File: src/rtl/usb_rx_pkg.sv
// Shared types and constants for the USB receive byte controller.
package usb_rx_pkg;

    typedef enum logic [1:0] {
        IDLE = 2'b00,
        SYNC = 2'b01,
        RECV = 2'b10,
        ERR  = 2'b11
    } rx_state_t;

    typedef enum logic [1:0] {
        ERR_SYNC    = 2'b00,
        ERR_STUFF   = 2'b01,
        ERR_EOP     = 2'b10,
        ERR_OVERRUN = 2'b11
    } rx_err_t;

    localparam logic [7:0]  SYNC_BYTE   = 8'h80;
    localparam int unsigned STUFF_LIMIT = 6;

endpackage

File: src/rtl/usb_rx_byte_ctrl_if.sv
// Receive-side handshake bundle: bit-level inputs from the decoder, byte-level outputs to the FIFO.
interface usb_rx_byte_ctrl_if;

    logic       rx_start;
    logic       bit_strobe;
    logic       d_bit;
    logic       eop;
    logic       byte_ready;
    logic [7:0] rx_data;
    logic       rx_valid;
    logic       rx_active;
    logic       pkt_done;
    logic       rx_err;
    logic [1:0] err_code;

    modport master (
        output rx_start, bit_strobe, d_bit, eop, byte_ready,
        input  rx_data, rx_valid, rx_active, pkt_done, rx_err, err_code
    );

    modport slave (
        input  rx_start, bit_strobe, d_bit, eop, byte_ready,
        output rx_data, rx_valid, rx_active, pkt_done, rx_err, err_code
    );

endinterface

File: src/rtl/flex_stp_sr.sv
// Flexible serial-to-parallel shift register; resets to all ones.
// SHIFT_MSB=1 shifts toward the MSB, SHIFT_MSB=0 enters new bits at the MSB.
module flex_stp_sr #(
    parameter int unsigned NUM_BITS  = 4,
    parameter bit          SHIFT_MSB = 1'b1
) (
    input  logic                clk,
    input  logic                n_rst,
    input  logic                shift_enable,
    input  logic                serial_in,
    output logic [NUM_BITS-1:0] parallel_out
);

    logic [NUM_BITS-1:0] r_q;

    always_ff @(posedge clk, negedge n_rst) begin
        if (!n_rst) begin
            r_q <= '1;
        end else if (shift_enable) begin
            if (SHIFT_MSB)
                r_q <= {r_q[NUM_BITS-2:0], serial_in};
            else
                r_q <= {serial_in, r_q[NUM_BITS-1:1]};
        end
    end

    assign parallel_out = r_q;

endmodule

File: src/rtl/usb_rx_byte_ctrl.sv
// USB receive byte controller: SYNC check, byte framing, valid/ready hand-off, error reporting.
// Optional bit-stuff removal is enabled by defining RX_BITSTUFF_EN.
module usb_rx_byte_ctrl
    import usb_rx_pkg::*;
#(
    parameter logic [7:0] SYNC_PATTERN = SYNC_BYTE
) (
    input  logic              clk,
    input  logic              n_rst,
    usb_rx_byte_ctrl_if.slave bus
);

    rx_state_t  r_state;
    rx_state_t  w_next_state;
    logic [2:0] r_bit_cnt;
    logic       r_byte_done;
    logic [7:0] r_rx_data;
    logic       r_rx_valid;
    logic       r_rx_active;
    logic       r_pkt_done;
    logic       r_rx_err;
    rx_err_t    r_err_code;

    logic [7:0] w_sr;
    logic       w_in_pkt;
    logic       w_strobe;
    logic       w_drop;
    logic       w_stuff_err;
    logic       w_shift_en;
    logic       w_load;
    logic       w_raise_err;
    logic       w_pkt_done_nxt;
    rx_err_t    w_err_code_nxt;

    // rx_start and eop outrank a coincident strobe, so the bit is not shifted
    assign w_in_pkt   = (r_state == SYNC) || (r_state == RECV);
    assign w_strobe   = bus.bit_strobe & w_in_pkt & ~bus.rx_start & ~bus.eop;
    assign w_shift_en = w_strobe & ~w_drop;

`ifdef RX_BITSTUFF_EN
    logic [2:0] r_ones_cnt;

    assign w_drop      = w_strobe && (r_ones_cnt == 3'(STUFF_LIMIT));
    assign w_stuff_err = w_drop & bus.d_bit;

    always_ff @(posedge clk, negedge n_rst) begin
        if (!n_rst)
            r_ones_cnt <= '0;
        else if (bus.rx_start || w_drop)
            r_ones_cnt <= '0;
        else if (w_shift_en)
            r_ones_cnt <= bus.d_bit ? r_ones_cnt + 3'd1 : '0;
    end
`else
    assign w_drop      = 1'b0;
    assign w_stuff_err = 1'b0;
`endif

    flex_stp_sr #(
        .NUM_BITS  (8),
        .SHIFT_MSB (1'b0)
    ) u_sr (
        .clk          (clk),
        .n_rst        (n_rst),
        .shift_enable (w_shift_en),
        .serial_in    (bus.d_bit),
        .parallel_out (w_sr)
    );

    always_ff @(posedge clk, negedge n_rst) begin
        if (!n_rst) begin
            r_bit_cnt   <= '0;
            r_byte_done <= 1'b0;
        end else if (bus.rx_start) begin
            r_bit_cnt   <= '0;
            r_byte_done <= 1'b0;
        end else begin
            r_byte_done <= w_shift_en && (r_bit_cnt == 3'd7);
            if (w_shift_en)
                r_bit_cnt <= r_bit_cnt + 3'd1;
        end
    end

    always_ff @(posedge clk, negedge n_rst) begin
        if (!n_rst)
            r_state <= IDLE;
        else
            r_state <= w_next_state;
    end

    always_comb begin
        w_next_state   = r_state;
        w_load         = 1'b0;
        w_raise_err    = 1'b0;
        w_pkt_done_nxt = 1'b0;
        w_err_code_nxt = r_err_code;
        if (bus.rx_start) begin
            w_next_state   = SYNC;
            w_err_code_nxt = ERR_SYNC;
        end else begin
            case (r_state)
                IDLE: ;
                SYNC: begin
                    if (bus.eop) begin
                        w_next_state   = ERR;
                        w_raise_err    = 1'b1;
                        w_err_code_nxt = ERR_EOP;
                    end else if (r_byte_done && (w_sr != SYNC_PATTERN)) begin
                        w_next_state   = ERR;
                        w_raise_err    = 1'b1;
                        w_err_code_nxt = ERR_SYNC;
                    end else if (w_stuff_err) begin
                        w_next_state   = ERR;
                        w_raise_err    = 1'b1;
                        w_err_code_nxt = ERR_STUFF;
                    end else if (r_byte_done) begin
                        w_next_state   = RECV;
                    end
                end
                RECV: begin
                    if (bus.eop) begin
                        // a byte still awaiting capture means the EOP arrived mid-frame
                        if ((r_bit_cnt == 3'd0) && !r_byte_done) begin
                            w_next_state   = IDLE;
                            w_pkt_done_nxt = 1'b1;
                        end else begin
                            w_next_state   = ERR;
                            w_raise_err    = 1'b1;
                            w_err_code_nxt = ERR_EOP;
                        end
                    end else begin
                        if (r_byte_done) begin
                            if (!r_rx_valid || bus.byte_ready) begin
                                w_load = 1'b1;
                            end else begin
                                w_raise_err    = 1'b1;
                                w_err_code_nxt = ERR_OVERRUN;
                            end
                        end
                        if (w_stuff_err) begin
                            w_next_state   = ERR;
                            w_raise_err    = 1'b1;
                            w_err_code_nxt = ERR_STUFF;
                        end
                    end
                end
                ERR:     w_next_state = IDLE;
                default: w_next_state = IDLE;
            endcase
        end
    end

    always_ff @(posedge clk, negedge n_rst) begin
        if (!n_rst) begin
            r_rx_data   <= '0;
            r_rx_valid  <= 1'b0;
            r_rx_active <= 1'b0;
            r_pkt_done  <= 1'b0;
            r_rx_err    <= 1'b0;
            r_err_code  <= ERR_SYNC;
        end else begin
            r_rx_active <= (w_next_state == SYNC) || (w_next_state == RECV);
            r_pkt_done  <= w_pkt_done_nxt;
            r_rx_err    <= w_raise_err;
            r_err_code  <= w_err_code_nxt;
            if (w_load) begin
                r_rx_data  <= w_sr;
                r_rx_valid <= 1'b1;
            end else if (bus.byte_ready) begin
                r_rx_valid <= 1'b0;
            end
        end
    end

    assign bus.rx_data   = r_rx_data;
    assign bus.rx_valid  = r_rx_valid;
    assign bus.rx_active = r_rx_active;
    assign bus.pkt_done  = r_pkt_done;
    assign bus.rx_err    = r_rx_err;
    assign bus.err_code  = r_err_code;

endmodule

File: src/flat_wrapper.sv
// flat-port wrapper written by rule: the top's interface ports become plain ports
module usb_rx_byte_ctrl_flat import usb_rx_pkg::*;
#(
    parameter logic [7:0] SYNC_PATTERN = SYNC_BYTE
)
  (clk, n_rst, bus_rx_start, bus_bit_strobe, bus_d_bit, bus_eop, bus_byte_ready, bus_rx_data, bus_rx_valid, bus_rx_active, bus_pkt_done, bus_rx_err, bus_err_code);
  usb_rx_byte_ctrl_if bus_i ();
  input  logic clk;
  input  logic n_rst;
  input wire logic [$bits(bus_i.rx_start)-1:0] bus_rx_start;
  input wire logic [$bits(bus_i.bit_strobe)-1:0] bus_bit_strobe;
  input wire logic [$bits(bus_i.d_bit)-1:0] bus_d_bit;
  input wire logic [$bits(bus_i.eop)-1:0] bus_eop;
  input wire logic [$bits(bus_i.byte_ready)-1:0] bus_byte_ready;
  output wire logic [$bits(bus_i.rx_data)-1:0] bus_rx_data;
  output wire logic [$bits(bus_i.rx_valid)-1:0] bus_rx_valid;
  output wire logic [$bits(bus_i.rx_active)-1:0] bus_rx_active;
  output wire logic [$bits(bus_i.pkt_done)-1:0] bus_pkt_done;
  output wire logic [$bits(bus_i.rx_err)-1:0] bus_rx_err;
  output wire logic [$bits(bus_i.err_code)-1:0] bus_err_code;
  assign bus_i.rx_start = bus_rx_start;
  assign bus_i.bit_strobe = bus_bit_strobe;
  assign bus_i.d_bit = bus_d_bit;
  assign bus_i.eop = bus_eop;
  assign bus_i.byte_ready = bus_byte_ready;
  assign bus_rx_data = bus_i.rx_data;
  assign bus_rx_valid = bus_i.rx_valid;
  assign bus_rx_active = bus_i.rx_active;
  assign bus_pkt_done = bus_i.pkt_done;
  assign bus_rx_err = bus_i.rx_err;
  assign bus_err_code = bus_i.err_code;
  usb_rx_byte_ctrl #(.SYNC_PATTERN(SYNC_PATTERN)) u_core (.clk(clk), .n_rst(n_rst), .bus(bus_i));
endmodule
File: config.mk
export PLATFORM = sky130hd
export DESIGN_NAME = usb_rx_byte_ctrl_flat
export DESIGN_NICKNAME = d
export VERILOG_FILES = /design/src/rtl/usb_rx_pkg.sv /design/src/rtl/usb_rx_byte_ctrl_if.sv /design/src/rtl/flex_stp_sr.sv /design/src/rtl/usb_rx_byte_ctrl.sv /design/src/flat_wrapper.sv
export SDC_FILE = /design/constraint.sdc
export NUM_CORES = 1
export LEC_CHECK = 0
export BUFFER_PORTS_ARGS = -buffer_cell sky130_fd_sc_hd__buf_2
export CAP_MARGIN = 15
export CORE_ASPECT_RATIO = 1.5
export CORE_MARGIN = 5
export CORE_UTILIZATION = 50
export CTS_CLUSTER_SIZE = 16
export DETAILED_ROUTE_END_ITERATION = 10
export PLACE_DENSITY_LB_ADDON = 0.15
export SKIP_CTS_REPAIR_TIMING = 1
export SLEW_MARGIN = 20
export SYNTH_ARGS = -nofsm -noshare
export SYNTH_HDL_FRONTEND = slang
export SYNTH_HIERARCHICAL = 1
export SYNTH_SLANG_ARGS = --single-unit
export TNS_END_PERCENT = 5
File: constraint.sdc
create_clock -name clk -period 1.9 [get_ports clk]
set_clock_uncertainty 0.15 [all_clocks]
set_input_delay 0.285 -clock clk [delete_from_list [all_inputs] [get_ports clk]]
set_output_delay 0.285 -clock clk [all_outputs]
set_load 0.02 [all_outputs]
Yosys cells after proc, flatten, opt, wreduce, memory -nomap -nowiden
Cells that the tools add are included.
- register bits: 28
- output and inout port bits: 14
- word-level logic and storage cells: 77
- add/subtract/negate cells: 1
- eq/ne operators: 11
- multiplexer cells: 37
- bitwise logic cells: 5
- reduce and logical (&&, ||, !) cells: 13
- operator list (cell ; number):
    2-bit two-way mux ; 13
    1-bit two-way mux ; 19
    4-bit != test, second input constant ; 3
    8-bit != test, second input constant ; 1
    2-bit equality test, second input constant ; 3
    3-bit two-way mux ; 2
    2-bit one-hot mux with 3 select lines ; 1
    5-bit AND reduction ; 1
    2-bit by 1-bit equality test with 1-bit output, second input constant ; 2
    4-bit by 3-bit != test with 1-bit output, second input constant ; 1
    2-bit one-hot mux with 2 select lines ; 1
    2-bit nonzero test ; 2
    3-bit by 1-bit adder with 3-bit output, second input constant ; 1
    1-bit bitwise AND ; 3
    3-bit equality test, second input constant ; 1
    1-bit logical AND ; 3
    3-bit logical NOT ; 1
    1-bit logical OR ; 3
    3-bit nonzero test ; 1
    1-bit logical NOT ; 2
    1-bit inverter ; 2
    1-bit one-hot mux with 2 select lines ; 1

Logic depth before layout (Yosys ltp)
Gate-level depths: netlist of run 1.
- depth in word-level cells: 8
- mapped depth: 7
- depth with buffers taken out: 7

Cells and area by module
Netlist of run 1, hierarchy kept.
- modules (own cells, without submodules) (module ; instances ; cells each ; area an instance (µm²)):
    usb_rx_byte_ctrl ; 1 ; 87 ; 1037.2
    flex_stp_sr ; 1 ; 17 ; 341.6

Least setup slack after synthesis of run 1
Ideal clock, no wire load.
- kind: register to register
- start: register u_core.r_state[1]
- end: register u_core.u_sr.r_q[0] (netlist: u_core/u_sr/parallel_out[0])
- arrival: 1.644 ns
- data required time: 1.668 ns
- setup slack: 0.024 ns
- stages on the path, launching flop included: 7
- period minus slack after synthesis: 1.876 ns
- cells stage by stage: dfrtp_1 inv_1 ha_1 nand2b_1 nor3b_2 buf_6 mux2_4
- word-level cells in the longest chain between the ends: 5
- ends and longest elaborated chain (item ; line ; RTL):
    start, declared ; usb_rx_byte_ctrl.sv:13 ; rx_state_t r_state;
    start signal, assigned ; usb_rx_byte_ctrl.sv:88 ; r_state <= w_next_state;
    2-bit by 1-bit equality test with 1-bit output / 2-bit equality test (equally long branches) ; usb_rx_byte_ctrl.sv:36 ; assign w_in_pkt = (r_state == SYNC) || (r_state == RECV);
    1-bit logical OR (*) ; usb_rx_byte_ctrl.sv:36 ;
    1-bit bitwise AND (*) (3 in a row) ; usb_rx_byte_ctrl.sv:37 ; assign w_strobe = bus.bit_strobe & w_in_pkt & ~bus.rx_start & ~bus.eop;
    net u_core.w_shift_en ; usb_rx_byte_ctrl.sv:29 ; logic w_shift_en;
    end signal, assigned ; flex_stp_sr.sv:21 ; r_q <= {r_q[NUM_BITS-2:0], serial_in};
    end signal, assigned ; flex_stp_sr.sv:23 ; r_q <= {serial_in, r_q[NUM_BITS-1:1]};
    end, declared ; flex_stp_sr.sv:14 ; logic [NUM_BITS-1:0] r_q;
The timed path passes the listed nets; every way through them passes the cells marked *.
A chain may end at the register's enable or synchronous reset.

Final worst setup path of run 1
- start: register u_core.r_bit_cnt[1]
- end: register u_core.r_rx_active (netlist: u_core/bus.rx_active)
- word-level cells in the longest chain between the ends: 8
- ends and longest elaborated chain (item ; line ; RTL):
    start, declared ; usb_rx_byte_ctrl.sv:15 ; logic [2:0] r_bit_cnt;
    start signal, assigned ; usb_rx_byte_ctrl.sv:80 ; r_bit_cnt <= r_bit_cnt + 3'd1;
    3-bit logical NOT (*) ; usb_rx_byte_ctrl.sv:123 ; if ((r_bit_cnt == 3'd0) && !r_byte_done) begin
    1-bit logical AND (*) ; usb_rx_byte_ctrl.sv:123 ;
    2-bit two-way mux (*) ; usb_rx_byte_ctrl.sv:123 ;
    2-bit two-way mux (*) ; usb_rx_byte_ctrl.sv:121 ; if (bus.eop) begin
    2-bit one-hot mux with 3 select lines (*) ; usb_rx_byte_ctrl.sv:101 ; case (r_state)
    2-bit two-way mux (*) ; usb_rx_byte_ctrl.sv:97 ; if (bus.rx_start) begin
    net u_core.w_next_state[0] ; usb_rx_byte_ctrl.sv:14 ; rx_state_t w_next_state;
    2-bit by 1-bit equality test with 1-bit output / 2-bit equality test (equally long branches) ; usb_rx_byte_ctrl.sv:162 ; r_rx_active <= (w_next_state == SYNC) || (w_next_state == RECV);
    1-bit logical OR (*) ; usb_rx_byte_ctrl.sv:162 ;
    end signal, assigned ; usb_rx_byte_ctrl.sv:162 ;
    end, declared ; usb_rx_byte_ctrl.sv:19 ; logic r_rx_active;
Marked as above.

==> results.cfg, run 1 <==
[sta]
slew_headroom_pct = 60.2
fmaxAchievable_mhz = 530
final-setup-viol-count = 0
worst_slew_pin_slew_ns = 0.598
post-route-worst-setup-slack_ns = 0.0140
final_count_of_pins_violating_max_slew = 0
timing.setup.tns_ns = 0
layout_min_cycle_time_ns = 1.89
final-hold-violation-count = 0
layout_worst_path_cycle_share_pct = 99.3
rsz0062_at_grt = yes

[finish]
final_layout_size_suffix_gt1_share_pct = 43.8
final_nets = 144
layoutNonFillerInstCount = 167
n_fill_cell = 230
synthToLayoutAreaGrowth_pct = 18.6
antenna_cells = 0
finalCoreUtilization_pct = 61.1

[grt]
grt_start_max_net_pins = 29
first_global_vias = 919
number_of_antenna_violations_at_the_first_check_in_global_routing = 0
first_pass_grt_wire_length_um = 4130
globalRouteOverflowTotal = 0
grt_util_all_layers_pct = 14.1

[pwr]
pwr-share-clk_pct = 19.8
cell_leakage_power_nw = 0.793
switching_share_pct = 30.4
fin_total_pwr_mw = 1.80
fraction_of_power_consumed_by_sequential_logic_pct = 48.6
switching_power_uw = 547
maximum_vdd_ir_drop_mv = 0.573
comb_power_share_pct = 31.5
cellInternalPower_mw = 1.26
power_density_mw_per_mm2 = 1100

[setup_path]
timing.critical_path.arrival_ns = 1.88
kind_of_critical_path = reg2reg
worst_path_max_delay_cell = sky130_fd_sc_hd__dfrtp_1
crit_fanout = 2
cell_chain_critical_path = inv_1, ha_1, or3b_1, a21o_1, a32oi_2, o21ai_2, xor2_1
worst_path_largest_cell_delay_ns = 0.39
regToRegEndpoint = u_core/bus.rx_active
worst_r2r_path_depth = 7
reg2reg_slack_ns = 0.01
worst_r2r_startpoint = u_core/r_bit_cnt[1]
path_delay_family = compound AO/OA/AOI/OAI gates
timing.critical_path.required_ns = 1.90
crit_path_start_kind = flip-flop
timing.critical_path.buf_inv = 1
crit_path_end_kind = flip-flop

[status]
outcome = completed

[place]
dp.cells = 162
placement.io_buffers = 20
place.detailed.hpwl_um = 1820
place.gp.congestion = 0.936
dp_worst_setup_slack_ns = -0.0126

[worst_hold_path]
worst_hold_path.endpoint = u_core/u_sr/parallel_out[7]
worst_hold_path_type = in2reg
timing.hold.worst_path_depth = 2
hold_path_startpoint = bus_d_bit

[synth]
synthesis.area_per_instance_um2 = 13.3
register_area_share_after_synthesis_pct = 51.5
synth-edff-count = 0
netlist.top_cell.by_area = sky130_fd_sc_hd__dfrtp_1
synth_commonest_cells = 20 x sky130_fd_sc_hd__dfrtp_1, 8 x sky130_fd_sc_hd__dfstp_2, 8 x sky130_fd_sc_hd__mux2_1, 8 x sky130_fd_sc_hd__mux2_4
synthesis.yosys.warnings = 6
synthesis.instances = 104
yosys.cell_types.count = 40
syn_nets = 117
ys_async_sr_fraction_pct = 100
yosys.area.top_type_share_pct = 36.3
dominantRegCellSynth = sky130_fd_sc_hd__dfrtp_1
synth.most_common_cell = sky130_fd_sc_hd__dfrtp_1
yosys-top-cells-area = sky130_fd_sc_hd__dfrtp_1 36%, sky130_fd_sc_hd__dfstp_2 15%, sky130_fd_sc_hd__mux2_4 8.7%, sky130_fd_sc_hd__mux2_1 6.5%, sky130_fd_sc_hd__ha_1 5.4%
ys_ff_latch = 28
synth.cell_area_mm2 = 0.00138

[detailed_routing]
num_vias = 867
route.layer.met1.wl_um = 1010
drt_drc_violations_left = 0
detailedRoute.firstPassIterationCount = 4
antenna_left = 0
met2WireLength_um = 1310
routed.top_layer = met4
vias_per_cell = 5.19
route.met3.wl_um = 84
routedWlPerCell_um = 14.5
routed_wl_um = 2420
drt-initial-drc-count = 23

[clock_network]
ctsLongestPathBuffers = 2
clk_pin_slew_worst_paths_ns = 0.09
tritoncts = done
cts.sink_count = 28
tritoncts.num_buffers = 3
cts-root-buf = sky130_fd_sc_hd__clkbuf_8
clkLatencyLatePin_ns = 0.27
ctsHtreeMaxLevel = 1

[floorplanning]
start_util_pct = 51.5
design.die.area_mm2 = 0.00393
die_w_um = 52.9
placement_rows = 23
die_h_um = 74.3
floorplan.core_area_mm2 = 0.00268
num_io_pins = 21

[flow_run]
maximum_capacitance_violations = 0
[worst reg2reg max path: stages, from the launching register on]
cell                      delay (ns)
sky130_fd_sc_hd__dfrtp_1        0.39
sky130_fd_sc_hd__inv_1          0.08
sky130_fd_sc_hd__ha_1           0.17
sky130_fd_sc_hd__or3b_1         0.35
sky130_fd_sc_hd__a21o_1         0.19
sky130_fd_sc_hd__a32oi_2        0.19
sky130_fd_sc_hd__o21ai_2        0.09
sky130_fd_sc_hd__xor2_1         0.16
[layer usage]
layer | GRT usage, % | vias to the layer above
met1 | 16.2 | 425
met4 | 6.82 | 0
met2 | 25.3 | 15
li1 | - | 425
met3 | 1.80 | 2
met5 | 0 | -
[layout by cell type (no fill, tap or decap), types with 4 or more instances in the layout]
master / n
sky130_fd_sc_hd__nand2_1: 5
sky130_fd_sc_hd__clkbuf_8: 4
sky130_fd_sc_hd__mux2_4: 8
sky130_fd_sc_hd__inv_1: 5
sky130_fd_sc_hd__buf_2: 20
sky130_fd_sc_hd__nand2b_1: 4
sky130_fd_sc_hd__buf_4: 4
sky130_fd_sc_hd__dfstp_2: 8
sky130_fd_sc_hd__dfrtp_1: 20
sky130_fd_sc_hd__mux2_1: 8
sky130_fd_sc_hd__ha_1: 5
[layout make-up]
cell class	instances	area (µm²)	area share, %
Clock buffer	4	55.1	3.37
Inverter	6	22.5	1.38
Multi-Input combinational cell	66	641	39.2
Sequential cell	28	711	43.5
Tap cell	37	46.3	2.83
Timing Repair Buffer	26	160	9.79
[cells by family after synthesis]
family	Yosys count	synth area share [%]
buffers and inverters	10	3.72
AOI/OAI and AO/OA	15	9.17
DFF	28	51.5
xor gates and xnor gates	1	0.635
adders and majority gates	6	5.44
muxes	17	16.1
and+or+nand+nor	27	13.4
[stage by stage]
step                hold WS [ns]  area (µm²)
floorplan                 -0.161        1380
global placement           0.175        1550
detailed placement         0.182        1550
CTS                       -0.116        1600
global route              0.0876        1640
finish                    0.0973        1640
[sequential cells by signal (all words and copies together) (netlist names)]
signal,cells
u_core/bus.rx_data,8
u_core/u_sr/parallel_out,8
u_core/r_bit_cnt,3
u_core/bus.err_code,2
u_core/r_state,2
u_core/bus.pkt_done,1
u_core/bus.rx_active,1
u_core/bus.rx_err,1
u_core/bus.rx_valid,1
u_core/r_byte_done,1
[worst max path at each step]
stage                        startpoint                          end  slack, ns  cells past startpoint
floorplan             u_core/r_state[1]  u_core/u_sr/parallel_out[0]       0.02                      6
CTS                 u_core/r_bit_cnt[1]         u_core/bus.rx_active      -0.03                      7
global route        u_core/r_bit_cnt[1]         u_core/bus.rx_active      -0.08                      7
finish              u_core/r_bit_cnt[1]         u_core/bus.rx_active       0.01                      7
detailed placement  u_core/r_bit_cnt[1]         u_core/bus.rx_active      -0.01                      7
global placement    u_core/r_bit_cnt[1]         u_core/bus.rx_active       0.01                      7
[power groups by stage]
stage / Clock [mW] / Sequential, mW / Combinational [mW]
floorplan: 0 / 0.883 / 0.401
global placement: 0 / 0.878 / 0.535
detailed placement: 0 / 0.886 / 0.544
CTS: 0.369 / 0.873 / 0.548
global route: 0.397 / 0.900 / 0.623
finish: 0.358 / 0.877 / 0.568
Power figures use the tool's default switching activity.
==> run 2, diff against run 1 <==
--- a/config.mk
+++ b/config.mk
@@ -9,7 +9,8 @@
 export CAP_MARGIN = 15
 export CORE_ASPECT_RATIO = 1.5
 export CORE_MARGIN = 5
-export CORE_UTILIZATION = 50
+export CORE_UTILIZATION = 52
+export CTS_BUF_LIST = sky130_fd_sc_hd__clkbuf_4
 export CTS_CLUSTER_SIZE = 16
 export DETAILED_ROUTE_END_ITERATION = 10
 export PLACE_DENSITY_LB_ADDON = 0.15
==> results.cfg, run 2 (synthesized netlist as in run 1, its figures left out) <==
[finish]
mostFrequentLayoutCells = 20 x sky130_fd_sc_hd__buf_2, 20 x sky130_fd_sc_hd__dfrtp_1, 8 x sky130_fd_sc_hd__mux2_1, 8 x sky130_fd_sc_hd__mux2_4, 8 x sky130_fd_sc_hd__dfstp_2
antenna_cells = 0
area.sequential_um2 = 711
final_nets = 146
synthToLayoutAreaGrowth_pct = 18.1
multi_input_area_um2 = 647
finalCoreUtilization_pct = 62.2
n_fill_cell = 236
final_layout_size_suffix_gt1_share_pct = 45.5

[floorplanning]
die_w_um = 52.0
die_h_um = 73.1
design.die.area_mm2 = 0.00380
num_io_pins = 21
floorplan.core_area_mm2 = 0.00262
start_util_pct = 52.7
placement_rows = 23

[detailed_routing]
drt-initial-drc-count = 9
antenna_left = 0
detailedRoute.firstPassIterationCount = 4
num_vias = 882
vias_per_cell = 5.22
routedWlPerCell_um = 14.6
drt_drc_violations_left = 0
routed_wl_um = 2470

[grt]
grt_util_all_layers_pct = 13.8
number_of_antenna_violations_at_the_first_check_in_global_routing = 0
first_global_vias = 871
globalRouteOverflowTotal = 0
first_pass_grt_wire_length_um = 4010
grt_start_max_net_pins = 29

[pwr]
cellInternalPower_mw = 1.17
power_density_mw_per_mm2 = 1050
maximum_vdd_ir_drop_mv = 0.624
switching_power_uw = 548
pwr-share-clk_pct = 13.8
comb_power_share_pct = 35.2
cell_leakage_power_nw = 0.789
switching_share_pct = 32.0
fraction_of_power_consumed_by_sequential_logic_pct = 51.0

[sta]
timing.setup.tns_ns = 0
rsz0062_at_grt = yes
final-setup-viol-count = 0
worst_slew_pin_slew_ns = 0.594
fmaxAchievable_mhz = 529
layout_worst_path_cycle_share_pct = 99.4
layout_min_cycle_time_ns = 1.89
final-hold-violation-count = 0
slew_headroom_pct = 60.4
final_count_of_pins_violating_max_slew = 0

[setup_path]
kind_of_critical_path = reg2reg
worst_path_max_delay_cell = sky130_fd_sc_hd__dfrtp_1
cell_chain_critical_path = inv_2, ha_4, or3b_1, a21o_1, a32oi_2, o21ai_2, xor2_1
crit_path_end_kind = flip-flop
worst_path_largest_cell_delay_ns = 0.42
timing.critical_path.arrival_ns = 1.94
reg2reg_slack_ns = 0.01
path_delay_family = compound AO/OA/AOI/OAI gates
crit_fanout = 2
crit_path_start_kind = flip-flop
timing.critical_path.buf_inv = 1
timing.critical_path.required_ns = 1.95

[place]
place.detailed.hpwl_um = 1760
place.gp.congestion = 0.807
placement.io_buffers = 20

[worst_hold_path]
worst_hold_path_type = in2reg

[clock_network]
clkLatencyLatePin_ns = 0.31
clk_pin_slew_worst_paths_ns = 0.14
cts-root-buf = sky130_fd_sc_hd__clkbuf_4
ctsLongestPathBuffers = 2
ctsHtreeMaxLevel = 1
tritoncts.num_buffers = 3
cts.sink_count = 28
tritoncts = done

[flow_run]
maximum_capacitance_violations = 0

[status]
outcome = completed
run 2: changes by cell type in the layout (fill, tap and decap cells not counted), sizes merged:
| cell | change |
|---|---|
| buf | +2 |
| clkbuf | -1 |
| clkinv | +1 |
run 2: path summary, 6_finish.rpt:
check                                           start                           to  depth (start not counted)
min in group asynchronous                       n_rst        u_core/bus.rx_data[6]                          2
max in group asynchronous                       n_rst          u_core/bus.pkt_done                          2
worst max register to register    u_core/r_bit_cnt[1]         u_core/bus.rx_active                          7
worst min register to register  u_core/bus.rx_data[5]        u_core/bus.rx_data[5]                          1
worst max-delay path              u_core/r_bit_cnt[1]         u_core/bus.rx_active                          7
worst min-delay path                        bus_d_bit  u_core/u_sr/parallel_out[7]                          2
run 2: routing by layer:
metal	global-route usage (%)	part of all wire, %
met5	0	0
met4	5.25	0.77
met3	2.04	3.1
met2	23.4	55
met1	17.5	41
run 2: layout make-up:
cell class	count	share of cell area, %
multi-input cells	66	39.7
repair buffers	28	10.8
clock inverters	1	0.231
flip-flops and latches	28	43.7
well taps	37	2.84
clock buffers	3	1.38
inverters	6	1.38
run 2: power by group through the flow:
stage,Clock [mW],Sequential (mW),Combinational (mW)
global placement,0,0.880,0.532
CTS,0.245,0.874,0.547
global route,0.275,0.895,0.657
detailed placement,0,0.884,0.543
finish,0.237,0.874,0.603
floorplan,0,0.883,0.401
run 2: stage by stage:
stage / setup WS [ns] / hold WS (ns) / cell area, µm² / instances / power, mW
floorplan: 0.0238 / -0.161 / 1380 / 104 / 1.28
global placement: 0.00955 / 0.173 / 1540 / 161 / 1.41
detailed placement: -0.0565 / 0.175 / 1540 / 161 / 1.43
CTS: -0.0797 / -0.187 / 1570 / 165 / 1.67
global route: -0.0901 / 0.0183 / 1630 / 169 / 1.83
finish: 0.0108 / 0.0403 / 1630 / 169 / 1.71
